===== src/rtl/score_display_pkg.sv =====
// Shared types and seven-segment constants for the score display.
`timescale 1ns/1ps
package score_display_pkg;

  localparam int unsigned NUM_AN = 8;

  typedef logic [3:0] bcd_digit_t;

  // Cathode patterns packed as {a,b,c,d,e,f,g}, active-low.
  localparam logic [6:0] SEG_0     = 7'b0000001;
  localparam logic [6:0] SEG_1     = 7'b1001111;
  localparam logic [6:0] SEG_2     = 7'b0010010;
  localparam logic [6:0] SEG_3     = 7'b0000110;
  localparam logic [6:0] SEG_4     = 7'b1001100;
  localparam logic [6:0] SEG_5     = 7'b0100100;
  localparam logic [6:0] SEG_6     = 7'b0100000;
  localparam logic [6:0] SEG_7     = 7'b0001111;
  localparam logic [6:0] SEG_8     = 7'b0000000;
  localparam logic [6:0] SEG_9     = 7'b0000100;
  localparam logic [6:0] SEG_BLANK = 7'b1111111;

endpackage


===== src/rtl/bcd_to_seg7.sv =====
// Combinational BCD digit to active-low seven-segment cathode decode.
`timescale 1ns/1ps
module bcd_to_seg7
  import score_display_pkg::*;
(
  input  bcd_digit_t digit_i,
  output logic [6:0] seg_o
);

  // Non-BCD codes decode to a dark digit.
  always_comb begin
    seg_o = SEG_BLANK;
    case (digit_i)
      4'd0:    seg_o = SEG_0;
      4'd1:    seg_o = SEG_1;
      4'd2:    seg_o = SEG_2;
      4'd3:    seg_o = SEG_3;
      4'd4:    seg_o = SEG_4;
      4'd5:    seg_o = SEG_5;
      4'd6:    seg_o = SEG_6;
      4'd7:    seg_o = SEG_7;
      4'd8:    seg_o = SEG_8;
      4'd9:    seg_o = SEG_9;
      default: seg_o = SEG_BLANK;
    endcase
  end

endmodule


===== src/rtl/score_display.sv =====
// Score keeper and 8-digit multiplexed seven-segment driver.
// Define SCORE_DISPLAY_HISCORE_EN to keep a high score on slots 4 and up.
`timescale 1ns/1ps
module score_display
  import score_display_pkg::*;
#(
  parameter int unsigned NDIGITS     = 4,
  parameter int unsigned REFRESH_DIV = 100000,
  parameter int unsigned SYNC_STAGES = 2
) (
  input  logic                   clk,
  input  logic                   reset_n,
  input  logic                   points_clk,
  input  logic                   stop,
  input  logic                   clear,
  output logic                   a,
  output logic                   b,
  output logic                   c,
  output logic                   d,
  output logic                   e,
  output logic                   f,
  output logic                   g,
  output logic [NUM_AN-1:0]      an,
  output logic [4*NDIGITS-1:0]   score_bcd
);

  localparam int unsigned SW   = 4 * NDIGITS;
  localparam int unsigned CntW = (REFRESH_DIV > 1) ? $clog2(REFRESH_DIV) : 1;

  logic [SYNC_STAGES-1:0] sync_q;
  logic                   edge_q;
  logic                   tick;
  logic [SW-1:0]          score_q, score_d, score_inc;
  logic                   all_nines;
  logic [CntW-1:0]        refresh_q;
  logic [2:0]             digit_sel_q;
  logic [NUM_AN-1:0]      an_q, an_d;
  logic [6:0]             seg_q, seg_d, seg_dec;
  logic [NDIGITS-1:0]     score_lit;
  bcd_digit_t             digit_mux;
  logic                   slot_lit;

  // Synchronise the points clock and remember the last synchronised level.
  always_ff @(posedge clk) begin
    if (!reset_n) begin
      sync_q <= '0;
      edge_q <= 1'b0;
    end else begin
      sync_q <= {sync_q[SYNC_STAGES-2:0], points_clk};
      edge_q <= sync_q[SYNC_STAGES-1];
    end
  end

  assign tick = sync_q[SYNC_STAGES-1] & ~edge_q;

  // BCD ripple increment and all-nines saturation detect.
  always_comb begin
    bcd_digit_t dig;
    logic       carry;
    dig       = '0;
    carry     = 1'b1;
    score_inc = '0;
    all_nines = 1'b1;
    for (int i = 0; i < int'(NDIGITS); i++) begin
      dig = score_q[4*i +: 4];
      if (dig != 4'd9) all_nines = 1'b0;
      if (carry) begin
        if (dig == 4'd9) begin
          score_inc[4*i +: 4] = 4'd0;
        end else begin
          score_inc[4*i +: 4] = dig + 4'd1;
          carry               = 1'b0;
        end
      end else begin
        score_inc[4*i +: 4] = dig;
      end
    end
  end

  // Score next state: clear beats a counted tick, which beats hold.
  always_comb begin
    score_d = score_q;
    if (clear) begin
      score_d = '0;
    end else if (tick && !stop && !all_nines) begin
      score_d = score_inc;
    end
  end

  // Score register.
  always_ff @(posedge clk) begin
    if (!reset_n) score_q <= '0;
    else          score_q <= score_d;
  end

  assign score_bcd = score_q;

  // Leading-zero blanking: a digit is lit if it or any higher digit is non-zero.
  always_comb begin
    logic any_nz;
    any_nz    = 1'b0;
    score_lit = '0;
    for (int i = int'(NDIGITS) - 1; i >= 0; i--) begin
      any_nz       = any_nz | (score_q[4*i +: 4] != 4'd0);
      score_lit[i] = any_nz | (i == 0);
    end
  end

`ifdef SCORE_DISPLAY_HISCORE_EN
  logic [SW-1:0]      hiscore_q;
  logic [NDIGITS-1:0] hiscore_lit;

  // High score tracks the running score one cycle behind; clear leaves it alone.
  always_ff @(posedge clk) begin
    if (!reset_n)                  hiscore_q <= '0;
    else if (score_q > hiscore_q)  hiscore_q <= score_q;
  end

  // Same blanking rule for the high-score half of the display.
  always_comb begin
    logic any_nz;
    any_nz      = 1'b0;
    hiscore_lit = '0;
    for (int i = int'(NDIGITS) - 1; i >= 0; i--) begin
      any_nz         = any_nz | (hiscore_q[4*i +: 4] != 4'd0);
      hiscore_lit[i] = any_nz | (i == 0);
    end
  end
`endif

  // Pick the digit and visibility for the slot currently being scanned.
  always_comb begin
    digit_mux = '0;
    slot_lit  = 1'b0;
    for (int i = 0; i < int'(NDIGITS); i++) begin
      if (digit_sel_q == 3'(i)) begin
        digit_mux = score_q[4*i +: 4];
        slot_lit  = score_lit[i];
      end
`ifdef SCORE_DISPLAY_HISCORE_EN
      if (digit_sel_q == 3'(i + 4)) begin
        digit_mux = hiscore_q[4*i +: 4];
        slot_lit  = hiscore_lit[i];
      end
`endif
    end
  end

  bcd_to_seg7 u_bcd_to_seg7 (
    .digit_i (digit_mux),
    .seg_o   (seg_dec)
  );

  // Drive one anode low for a lit slot, everything dark otherwise.
  always_comb begin
    an_d  = '1;
    seg_d = SEG_BLANK;
    if (slot_lit) begin
      an_d  = ~(NUM_AN'(1) << digit_sel_q);
      seg_d = seg_dec;
    end
  end

  // Refresh divider, slot pointer and registered pin drivers.
  always_ff @(posedge clk) begin
    if (!reset_n) begin
      refresh_q   <= '0;
      digit_sel_q <= '0;
      an_q        <= '1;
      seg_q       <= SEG_BLANK;
    end else begin
      an_q  <= an_d;
      seg_q <= seg_d;
      if (refresh_q == CntW'(REFRESH_DIV - 1)) begin
        refresh_q   <= '0;
        digit_sel_q <= digit_sel_q + 3'd1;
      end else begin
        refresh_q <= refresh_q + CntW'(1);
      end
    end
  end

  assign an                  = an_q;
  assign {a, b, c, d, e, f, g} = seg_q;

endmodule


===== config.mk =====
export PLATFORM = sky130hd
export DESIGN_NAME = score_display
export DESIGN_NICKNAME = d
export VERILOG_FILES = /design/src/rtl/score_display_pkg.sv /design/src/rtl/bcd_to_seg7.sv /design/src/rtl/score_display.sv
export SDC_FILE = /design/constraint.sdc
export NUM_CORES = 1
export LEC_CHECK = 0
export CORE_ASPECT_RATIO = 1.2
export CORE_MARGIN = 10
export CORE_UTILIZATION = 55
export DETAILED_ROUTE_END_ITERATION = 16
export GPL_TIMING_DRIVEN = 0
export PLACE_DENSITY_LB_ADDON = 0.1
export SLEW_MARGIN = 25
export SYNTH_ARGS = -nofsm -noshare
export SYNTH_HDL_FRONTEND = slang
export SYNTH_HIERARCHICAL = 1
export SYNTH_SLANG_ARGS = --single-unit

===== constraint.sdc =====
create_clock -name clk -period 2.8 [get_ports clk]
set_input_delay 0.42 -clock clk [delete_from_list [all_inputs] [get_ports clk]]
set_output_delay 0.42 -clock clk [all_outputs]
set_load 0.02 [all_outputs]

* Word-level counts from Yosys, hierarchy flattened
Memory sizes are Yosys's and may differ from the RTL's. A register that Yosys moved wholly into a read port is not among the register bits.
Cells that the tools add are included.
** Storage, ports and cells
- Bits in registers :: 47
- Bits in read-only memories :: 112
- Bits of input ports :: 5
- Memories kept :: 1
** Cells by class
- Add/subtract/negate cells :: 6
- Equal/unequal tests :: 12
- Shift-type cells :: 1
- Muxes and demuxes :: 21
- Bitwise logic cells :: 6
- Reductions and logical operators :: 15
** Memories
- (no name shown) :: words 16, bits a word 7, rd ports 1, clocked after memory_dff 1, wr ports 0, RTL line bcd_to_seg7.sv:13 : case (digit_i)
** Operator list (count)
- two-way mux 4 bit :: 8
- adder 17 x 1 -> 17 bit (second input constant) :: 1
- == test 17 bit (second input constant) :: 1
- adder 4 x 1 -> 4 bit (second input constant) :: 4
- == test 4 bit (second input constant) :: 4
- != test 4 bit (second input constant) :: 4
- two-way mux 1 bit :: 13
- nonzero test 4 bit :: 3
- NOT 8 bit :: 1
- AND reduction 2 bit :: 4
- << shifter 1 x 3 -> 8 bit (first input constant) :: 1
- == test 3 x 2 -> 1 bit (second input constant) :: 2
- OR reduction 2 bit :: 2
- adder 3 x 1 -> 3 bit (second input constant) :: 1
- == test 3 x 1 -> 1 bit (second input constant) :: 1
- logical NOT 1 bit :: 3
- logical NOT 3 bit :: 1
- logical AND 1 bit :: 2
- NOT 1 bit :: 2
- OR 1 bit :: 2
- bitwise AND 1 bit :: 1

* Logic depth before layout (Yosys ltp)
- Depth after elaboration :: 8
- Depth in mapped cells :: 13
- Depth with buffers taken out :: 12

* Hierarchy
Netlist, hierarchy kept.
** By module, submodules not included
- score_display :: times used 1, cells each 267, area an instance 2504.9 sq um, seq. area each 1081.0 sq um
- bcd_to_seg7 :: times used 1, cells each 33, area an instance 210.2 sq um, seq. area each 0.0 sq um

* Worst setup path after synthesis
Ideal clock, no wire load.
- Path type :: reg2reg
- Start point :: register digit_sel_q[0]
- End point :: register seg_q[3]
- Arrival :: 2.250 ns
- Required time :: 2.677 ns
- Slack :: 0.427 ns
- Stages on the path, launching flop included :: 12
- Buffers on the path :: 1
- Clock period less this slack :: 2.373 ns
- Cell sequence :: dfxtp_1 -> ha_1 -> clkbuf_1 -> and3b_1 -> a21oi_1 -> o21ai_0 -> a22o_1 -> ha_1 -> or2_1 -> a21oi_2 -> a31oi_1 -> or2_2
** Between the ends
- Elaborated cells on any way between the ends :: 14
- Those cells by class :: 3 x eq/ne; 8 x mux; 3 x reduce/logical
** RTL lines
- start: declaration :: RTL line score_display.sv:36 : logic [2:0] digit_sel_q;
- start signal: assignment :: RTL line score_display.sv:176 : digit_sel_q <= digit_sel_q + 3'd1;
- logical NOT 3 bit :: RTL line score_display.sv:136 : if (digit_sel_q == 3'(i)) begin
- two-way mux 4 bit (3 in a row) :: RTL line score_display.sv:136
- two-way mux 4 bit (*) :: RTL line score_display.sv:136
- net digit_mux[0] :: RTL line score_display.sv:40 : bcd_digit_t digit_mux;
- end: declaration :: RTL line score_display.sv:38 : logic [6:0] seg_q, seg_d, seg_dec;
The timed path passes the listed nets; every way through them passes the cells marked *.
A chain may end at the register's enable or synchronous reset.

* Final worst setup path
- Start point :: register digit_sel_q[1]
- End point :: register seg_q[5]
The elaborated chain is that of the path after synthesis.

==> results <==
- After floorplanning, the core was divided into 27 placement rows.
- In this run, synthesis inferred 0 flip-flops with an integrated enable.
- Along the worst path, the maximum fanout reaches 10.
- During I/O placement, the number of pins put on the boundary was 36.
- The slowest stage of the critical path belongs to the cell dfxtp_1.
- Counting instances, the worst hold path has a depth of 1.
- Across the whole layout, storage elements account for 0.001081 sq mm.
- Entering global routing, the biggest net connects 18 pins.
- The worst hold path terminates at sync_q[1].
- Before CTS, the worst setup slack after placement is 0.1885 ns.
- Static timing analysis puts the maximum clock frequency at 0.3899 GHz.
- The worst min-delay path startpoint is sync_q[0].
- The vias after detailed routing is 2301.
- Setup total negative slack on the finished layout was measured at 0 ns.
- The repair_antennas step left the layout with diodes totalling 0.
- The cell area after synthesis is 0.002715 sq mm.
- After technology mapping, the gate count stands at 300.
- The TritonCTS clock tree is done.
- The most common cell after layout, fill and taps aside is dfxtp_1.
- The starting DRC count in detailed routing is 72.
- The worst path needs 2.565 ns of the cycle, external delays included.
- The overall power of the completed layout is 1368 uW.
- The die height is roughly 97 um.
- The number of different library cells used by synthesis comes to 59.
- The final critical-path share of the clock period is 91.60%.
- The later pin in the worst-skew pair is clocked with a latency of 0.31 ns.
- The synthesized area per cell is 9.050 sq um.
- The largest clock skew in the final design is between 0.01 and 0.015 ns.
- After detailed placement, the design holds a cell count of 393.
- Setup slack closes at 0.2352 ns.
- The effective utilization at floorplan is 57.82%.
- STA puts the critical path data arrival time at 2.76 ns.
- The final HPWL from detailed placement is between 4000 and 5000 um.
- Setup violations remaining at the end of the flow were counted as 0.
- The run finished with clean final reports.
- The routed design has 5632 um of wire.
- The first-pass GRT wire length is 9673 um.
- After detailed routing, the number of vias per cell comes to 5.724.
- The end of the worst register-to-register path is seg_q[5].
- The worst hold path class is flop to flop.
- The share of flip-flops with an asynchronous set or reset is 0%.
- The initial antenna violation count is 0.
- The category of the worst setup path capture point is a flop.
- The depth of the worst register-to-register path is 12.
- Counting flops and latches in the post-synthesis netlist gives 54.
- For this run the aggregate overflow at the end of global routing stands at 0.
- The count of pins over their slew limit was 0.
- The startpoint identified for the worst register-to-register timing path is digit_sel_q[1].
- The worst-case IR drop observed on VDD is 0.0003261 V.
- Dividing total power by cell area gives a power density of 419.7 mW/mm^2.
- In this run the clock root is driven by a clkbuf_8.
- The clock sink count is 54.
- The synthesized net count is 317.
- The number of fill cells is 417.
- Summed over all cells, the static leakage comes to around 0.0013 uW.
- The critical path startpoint category is a flop.
- The clock passes through at most 2 buffers.
- In the synthesized netlist the dominant register cell turns out to be dfxtp_1.
- Sequential cells were found to cover 39.82% of the synthesized design area.
- In this run, CTS created clock tree buffers numbering 5.
- The core region is 0.004696 sq mm.
- Yosys printed 6 warnings.
- Setup repair after global routing left no endpoint under its margin.
- The filler-free cell count of the finished design is 402.
- Max-cap violations in this run came to 0.
- For this run, the slowest stage of the critical path takes 0.40 ns.
- Grouping stages by cell kind, the critical path spends the most delay in compound AO/OA/AOI/OAI gates.
- The total global routing track utilization is 13.53%.
- The transition time at the pin with the least slew margin is 0.5487 ns.
- In the layout the commonest cells are dfxtp_1, clkdlybuf4s50_1, nor2_1.
- The count of final hold-check violations was 0.
- The area growth from synthesis to layout is 20.09%.
- Across all register-to-register paths, the minimum setup slack is 0.24 ns.
- The instance area after placement is 0.003138 sq mm.
- The pre-antenna-repair detailed-routing pass consisted of 4 iterations.
- Of the post-synthesis cell area, the dominant cell type holds between 30% and 40%.
- The most numerous cell type found on the critical path is o21ai_0.
- The finished cells cover 0.003261 sq mm.
- After clock tree synthesis, the flow added hold-fix buffers numbering 0.
- The required time at the endpoint of the critical path is 2.99 ns.
- The kind of critical path is flop to flop.
- The count of buffer and inverter cells on the critical path is 3.
- In the final layout, the multi-input gates occupy 0.001520 sq mm.
- The number of nets with antenna violations after routing is 0.
- The final-stage net count is 360.
- Sorting the synthesized cells by area gives the leading types as dfxtp_1, ha_1, xor2_1.
- Walking the worst path, the cells encountered are inv_1 -> ha_1 -> clkbuf_2 -> and3b_1 -> a21oi_1 -> o21ai_0 -> a22o_1 -> inv_1 -> ha_1 -> o21ai_0 -> o21ai_0 -> or2_2.
- The routability-driven placement congestion ratio is 0.8438.
- Cells with a size suffix above 1 make up 11.63% of the layout.
- After detailed routing, the number of remaining DRC violations is 0.
- The via count of the first global-routing pass is between 2000 and 2500.
- The floorplan step set the die width to 84.14 um.
- The clock-pin slew of the registers on the worst-case setup and hold paths is 0.10 ns.
- The die covers 0.008159 sq mm.
- The post-detailed-route wirelength per cell is 14.01 um.
- The library cell occupying the most area in the post-synthesis netlist is dfxtp_1.
- The H-tree generated during clock tree synthesis spans 2 levels.
- The count of buffers from port buffering is 35.
- The max-slew headroom at the worst pin is 63.42%.
-- state kept, by name, summed over array words and instances, names as in the netlist --
name / count
refresh_q: 17
sync_q: 2
seg_q: 7
edge_q: 1
an: 8
digit_sel_q: 3
score_bcd: 16
-- layout make-up --
cell class                 count  share of cell area (%)
buffer                        12                   2.187
tap                           58                   2.226
inverter                      12                   1.381
clock inverter                 3                   1.343
clock buffer                   5                   2.111
sequential                    54                   33.15
multi-input combinational    222                   46.62
timing repair buffer          36                   10.97
-- what timing repair did --
action / in CTS / in global routing
endpoints found under the setup margin: 0 / 3
buffers inserted: 0 / 1
gates resized for setup: 0 / 3
-- synthesized netlist by cell type, types with 2 or more instances --
library cell,instances
a211oi_1,3
a21oi_1,14
a22o_1,4
a22oi_1,2
a31oi_1,4
and2_1,8
and3_1,3
and3b_1,4
and4_1,5
and4bb_2,2
and4bb_4,2
buf_2,5
buf_6,2
clkbuf_1,3
dfxtp_1,54
ha_1,12
inv_1,12
mux2i_1,4
nand2_1,18
nand2b_1,6
nand3_1,9
nand3b_1,2
nand4_1,11
nand4_2,2
nor2_1,28
nor2b_1,6
nor3_1,3
nor4_1,3
nor4bb_1,2
o21ai_0,15
or2_2,8
or3_1,2
xnor2_1,3
xor2_1,14
-- power breakdown --
group / leakage [uW] / switching (uW) / internal [uW]
clock network: 0.0000585 / 256 / 268
registers: 0.000439 / 5.90 / 779
logic: 0.000765 / 29.8 / 29.0
total: 0.00126 / 292 / 1080
-- cell families (layout without fill, tap and decap cells) --
logic type      Yosys count  after routing  share of synthesized area [%]
buf+inv                  24             68                          4.239
compound gates           53             53                          12.40
mux                       4              4                          1.475
flops                    54             54                          39.82
xor+xnor                 17             17                          5.484
fa+ha+maj                12             12                          5.530
simple gates            136            136                          31.06
-- routing by layer --
| metal | GRT usage [%] | wire length, um |
|---|---|---|
| met5 | 0 | 0 |
| met2 | 24.91 | 3025 |
| met1 | 14.10 | 2269 |
| met3 | 3.685 | 231 |
| met4 | 4.750 | 106 |
-- worst register-to-register path: cells and delay by family, from the launching register on --
kind | cells | cell delay, ns
adder cells (fa/ha/maj) | 2 | 0.52
buffers and inverters | 3 | 0.37
AND/OR/NAND/NOR | 2 | 0.51
flip-flops | 1 | 0.40
AO/OA/AOI/OAI | 5 | 0.64
-- per-stage QoR --
stage / hold WS [ns] / util, %
2_1_floorplan: 0.4119 / -
3_3_place_gp: 0.4193 / 66.83
3_5_place_dp: 0.4304 / 66.83
4_1_cts: 0.4552 / 69.22
5_1_grt: 0.4713 / 69.44
6_report: 0.4453 / 69.44
-- worst max-delay path by stage --
stage	depth (start not counted)	startpoint	slack, ns	end
6_report	12	digit_sel_q[1]	0.24	seg_q[5]
5_1_grt	12	digit_sel_q[1]	0.005	seg_q[5]
4_1_cts	11	digit_sel_q[0]	0.18	seg_q[3]
3_5_place_dp	11	digit_sel_q[0]	0.19	seg_q[3]
3_3_place_gp	11	digit_sel_q[0]	0.21	seg_q[3]
2_1_floorplan	11	digit_sel_q[0]	0.43	seg_q[3]
Power figures use the tool's default switching activity.
==> edit 1, RTL diff (config.mk and constraints unchanged) <==
Change the parameter `REFRESH_DIV` from 100000 to 400000.
--- a/src/rtl/score_display.sv
+++ b/src/rtl/score_display.sv
@@ -6,5 +6,5 @@
 #(
   parameter int unsigned NDIGITS     = 4,
-  parameter int unsigned REFRESH_DIV = 100000,
+  parameter int unsigned REFRESH_DIV = 400000,
   parameter int unsigned SYNC_STAGES = 2
 ) (
Formal check against the unedited RTL: same outputs for any inputs over 10 cycles, from zero or initial values and one cycle with reset_n low; that may be too few to reach the edited logic, so the function may still have changed.
==> edit 1 against the unedited design <==
- global-route usage grew 1.4 points
- routed wire length grew 11%
- die area grew 5.0%
- count of clock-buffer cells in the layout is the same
- sequential cell count grew 2
- clock power grew 16%
- combinational power grew 3.4%
- core utilization shrank 0.68 points
- cell area grew 5.6%
- critical path depth shrank 1
- synthesized area grew 6.5%
- worst setup slack gained 0.032 ns
- largest power group unchanged
- total power grew 8.3%
==> edit 1: results <==
{
  "status": "complete, no violations",
  "avgSynthCellArea_sq_um": 8.58,
  "crit_arrival_ns": 2.70,
  "grt_use_total": 0.149,
  "drive_gt1_frac": 0.0688,
  "synth_fa_ha_area_frac": 0.0519,
  "async_reset_ff_frac": 0,
  "inv_count": 19,
  "hold_path_depth": 1,
  "routed_wl_microns": 6230,
  "syn_to_final_growth_pct": 19.1,
  "synth-xor-area-share": 0.0424,
  "worstPathMaxFanout": 9,
  "antenna_found_initial": 0,
  "cpLargestDelayFamily": "simple AND/OR/NAND/NOR gates",
  "synth_cell_types": 57,
  "grt_pass1_vias": 2385,
  "dp_worst_setup_slack_ns": 0.187,
  "largest_reg_flops": 19,
  "synth.area.top_cells": "dfxtp_1 (39%), ha_1 (5.2%), a21oi_1 (4.5%)",
  "comb.multi_input.count": 247,
  "post_drt_wl_per_cell_microns": 14.2,
  "seq_area_sq_mm": 0.00112,
  "endpoint": "seg_q[3]",
  "num_vias": 2498,
  "slowest_delay_ns": 0.44,
  "dp_hpwl_microns": 4700,
  "n_all_buffers": 49,
  "place_area_sq_mm": 0.00332,
  "place_congestion": 0.873,
  "synth-compound-area-share": 0.167,
  "syn_nets": 354,
  "dr.pass1.iters": 5,
  "grt_max_degree": 17,
  "r2r_cells": 11,
  "worst_slew_pin_slew_ns": 0.604,
  "whs_ns": 0.444,
  "yosys-top-cells-count": "dfxtp_1 (56), nor2_1 (31), a21oi_1 (26)",
  "vdd_drop_max_v": 0.000406,
  "drtIter0Drc": 143,
  "multiInputGateArea_sq_mm": 0.00163,
  "antenna_cells": 0,
  "p_leak_nw": 1.16,
  "placedCellCount": 432,
  "clock_sinks": 56,
  "clock_area_frac": 0.0374,
  "synth_mux_area_frac": 0.0104,
  "grt_pass1_wl_microns": 10900,
  "die-area_sq_mm": 0.00857,
  "finClkSkew_ns": 0.00638,
  "nNetsFinal": 395,
  "ys_seq_area_frac": 0.388,
  "finalCritPeriodShare": 0.905,
  "crit_start": "digit_sel_q[2]",
  "bufAreaShareNonClock": 0.122,
  "rrSetupSlack_ns": 0.27,
  "fill_cells": 426
}
## edit 1: cell types whose count changed after synthesis, moves of 5 or more
cell      delta
a21oi_1     +12
and2_1       -5
clkbuf_1     +5
inv_1        +7
nand2b_1     +7
nand4_1      -7
o31ai_1      +5
or2_2        -7
or4_1        +7
xnor2_1      +6
xor2_1       -9
## edit 1: metal layers
| layer | wire length [microns] | track usage | up-vias |
|---|---|---|---|
| met1 | 2680 | 0.165 | 1149 |
| met5 | 0 | 0 | - |
| met3 | 270 | 0.0384 | 11 |
| met2 | 3150 | 0.265 | 42 |
| met4 | 121 | 0.0562 | 0 |
| li1 | - | - | 1296 |
## edit 1: power by group
| part | total [mW] | internal [mW] | switching (mW) |
|---|---|---|---|
| combinational | 0.0608 | 0.0266 | 0.0341 |
| clock | 0.607 | 0.352 | 0.255 |
| sequential | 0.814 | 0.807 | 0.00683 |
==> edit 2, RTL diff (same settings) <==
Made on the original files. Remove the register `an_q`: a continuous assignment takes its place, so the output `an` follows one clock earlier.
--- a/src/rtl/score_display.sv
+++ b/src/rtl/score_display.sv
@@ -167,8 +167,6 @@
       refresh_q   <= '0;
       digit_sel_q <= '0;
-      an_q        <= '1;
       seg_q       <= SEG_BLANK;
     end else begin
-      an_q  <= an_d;
       seg_q <= seg_d;
       if (refresh_q == CntW'(REFRESH_DIV - 1)) begin
@@ -181,4 +179,6 @@
   end
 
+  assign an_q = an_d;
+
   assign an                  = an_q;
   assign {a, b, c, d, e, f, g} = seg_q;
Check against the original RTL: not equivalent (Yosys sat finds a counterexample within 4 cycles, from zero or initial values and one cycle with reset_n low).
==> edit 2 against the unedited design <==
- total power is 12% lower
- synthesized area shrank 6.1%
- critical path depth decreased by 7
- worst setup slack worse by 0.12 ns
- sequential cell count fell by 8
- routed wire length rose by 2.7%
- cell area fell by 4.3%
- sequential share of layout area is 3.6 points lower
==> edit 2: results <==
{
  "status": "complete, no violations",
  "ys_seq_area_frac": 0.361,
  "grt_max_degree": 15,
  "place_area_sq_mm": 0.00297,
  "syn_nets": 320,
  "grt_use_met1": 0.175,
  "multiInputGateArea_sq_mm": 0.00153,
  "seq_share": 0.296,
  "timing.fmax_mhz": 373,
  "nNetsFinal": 362,
  "bufAreaShareNonClock": 0.142,
  "post_drt_wl_per_cell_microns": 14.3,
  "wl_met2_microns": 3000,
  "dp_hpwl_microns": 4340,
  "grt_use_met3": 0.0323,
  "internal-power_uw": 953,
  "crit_slowest_cell": "or4_1",
  "seq_area_sq_um": 923,
  "n_all_buffers": 49,
  "placedCellCount": 396,
  "design.seq.count": 46,
  "grt_use_total": 0.157,
  "slowest_delay_ns": 0.62,
  "met1Wirelength_microns": 2420,
  "drtIter0Drc": 99,
  "endpoint": "an[4]",
  "clk_latency_ns": 0.29,
  "worstPathMaxFanout": 8,
  "dr.pass1.iters": 5,
  "drive_gt1_frac": 0.0983,
  "p_leak_nw": 1.16,
  "clock_area_frac": 0.0349,
  "met2_usage": 0.277,
  "pwr-share-clk": 0.395,
  "routed_wl_microns": 5790,
  "cpLargestDelayFamily": "simple AND/OR/NAND/NOR gates",
  "dp_worst_setup_slack_ns": -0.0251,
  "syn_to_final_growth_pct": 22.4,
  "wl_met3_microns": 272,
  "crit_arrival_ns": 2.26,
  "fill_cells": 392,
  "netlist_instances": 303,
  "combPwrFrac": 0.048,
  "finClkSkew_ns": 0.0109,
  "synth.area.top_cells": "dfxtp_1 (36%), ha_1 (5.9%), o21ai_0 (5.1%)",
  "synth_cell_types": 54,
  "rrSetupSlack_ns": 0.27
}
## edit 2: metrics by stage
stage | TNS [ns] | hold WS [ns]
2_1_floorplan | 0 | 0.412
3_3_place_gp | 0 | 0.418
3_5_place_dp | -0.0251 | 0.422
4_1_cts | 0 | 0.446
5_1_grt | 0 | 0.492
6_report | 0 | 0.442
## edit 2: cell families after synthesis
family                     after synthesis  share of synthesized area
DFF                                     46                      0.361
and+or+nand+nor                        129                      0.290
AOI/OAI and AO/OA                       71                      0.171
buffers and inverters                   26                     0.0515
adders and majority gates               12                     0.0589
muxes                                    3                     0.0123
xor gates and xnor gates                16                     0.0550
## edit 2: repair_timing
item                       4_1_cts  5_1_grt
pin swaps                        0        1
gates resized for setup          9        6
hold buffers                     0        0
setup buffers                    0        1
setup endpoints to repair        4        8
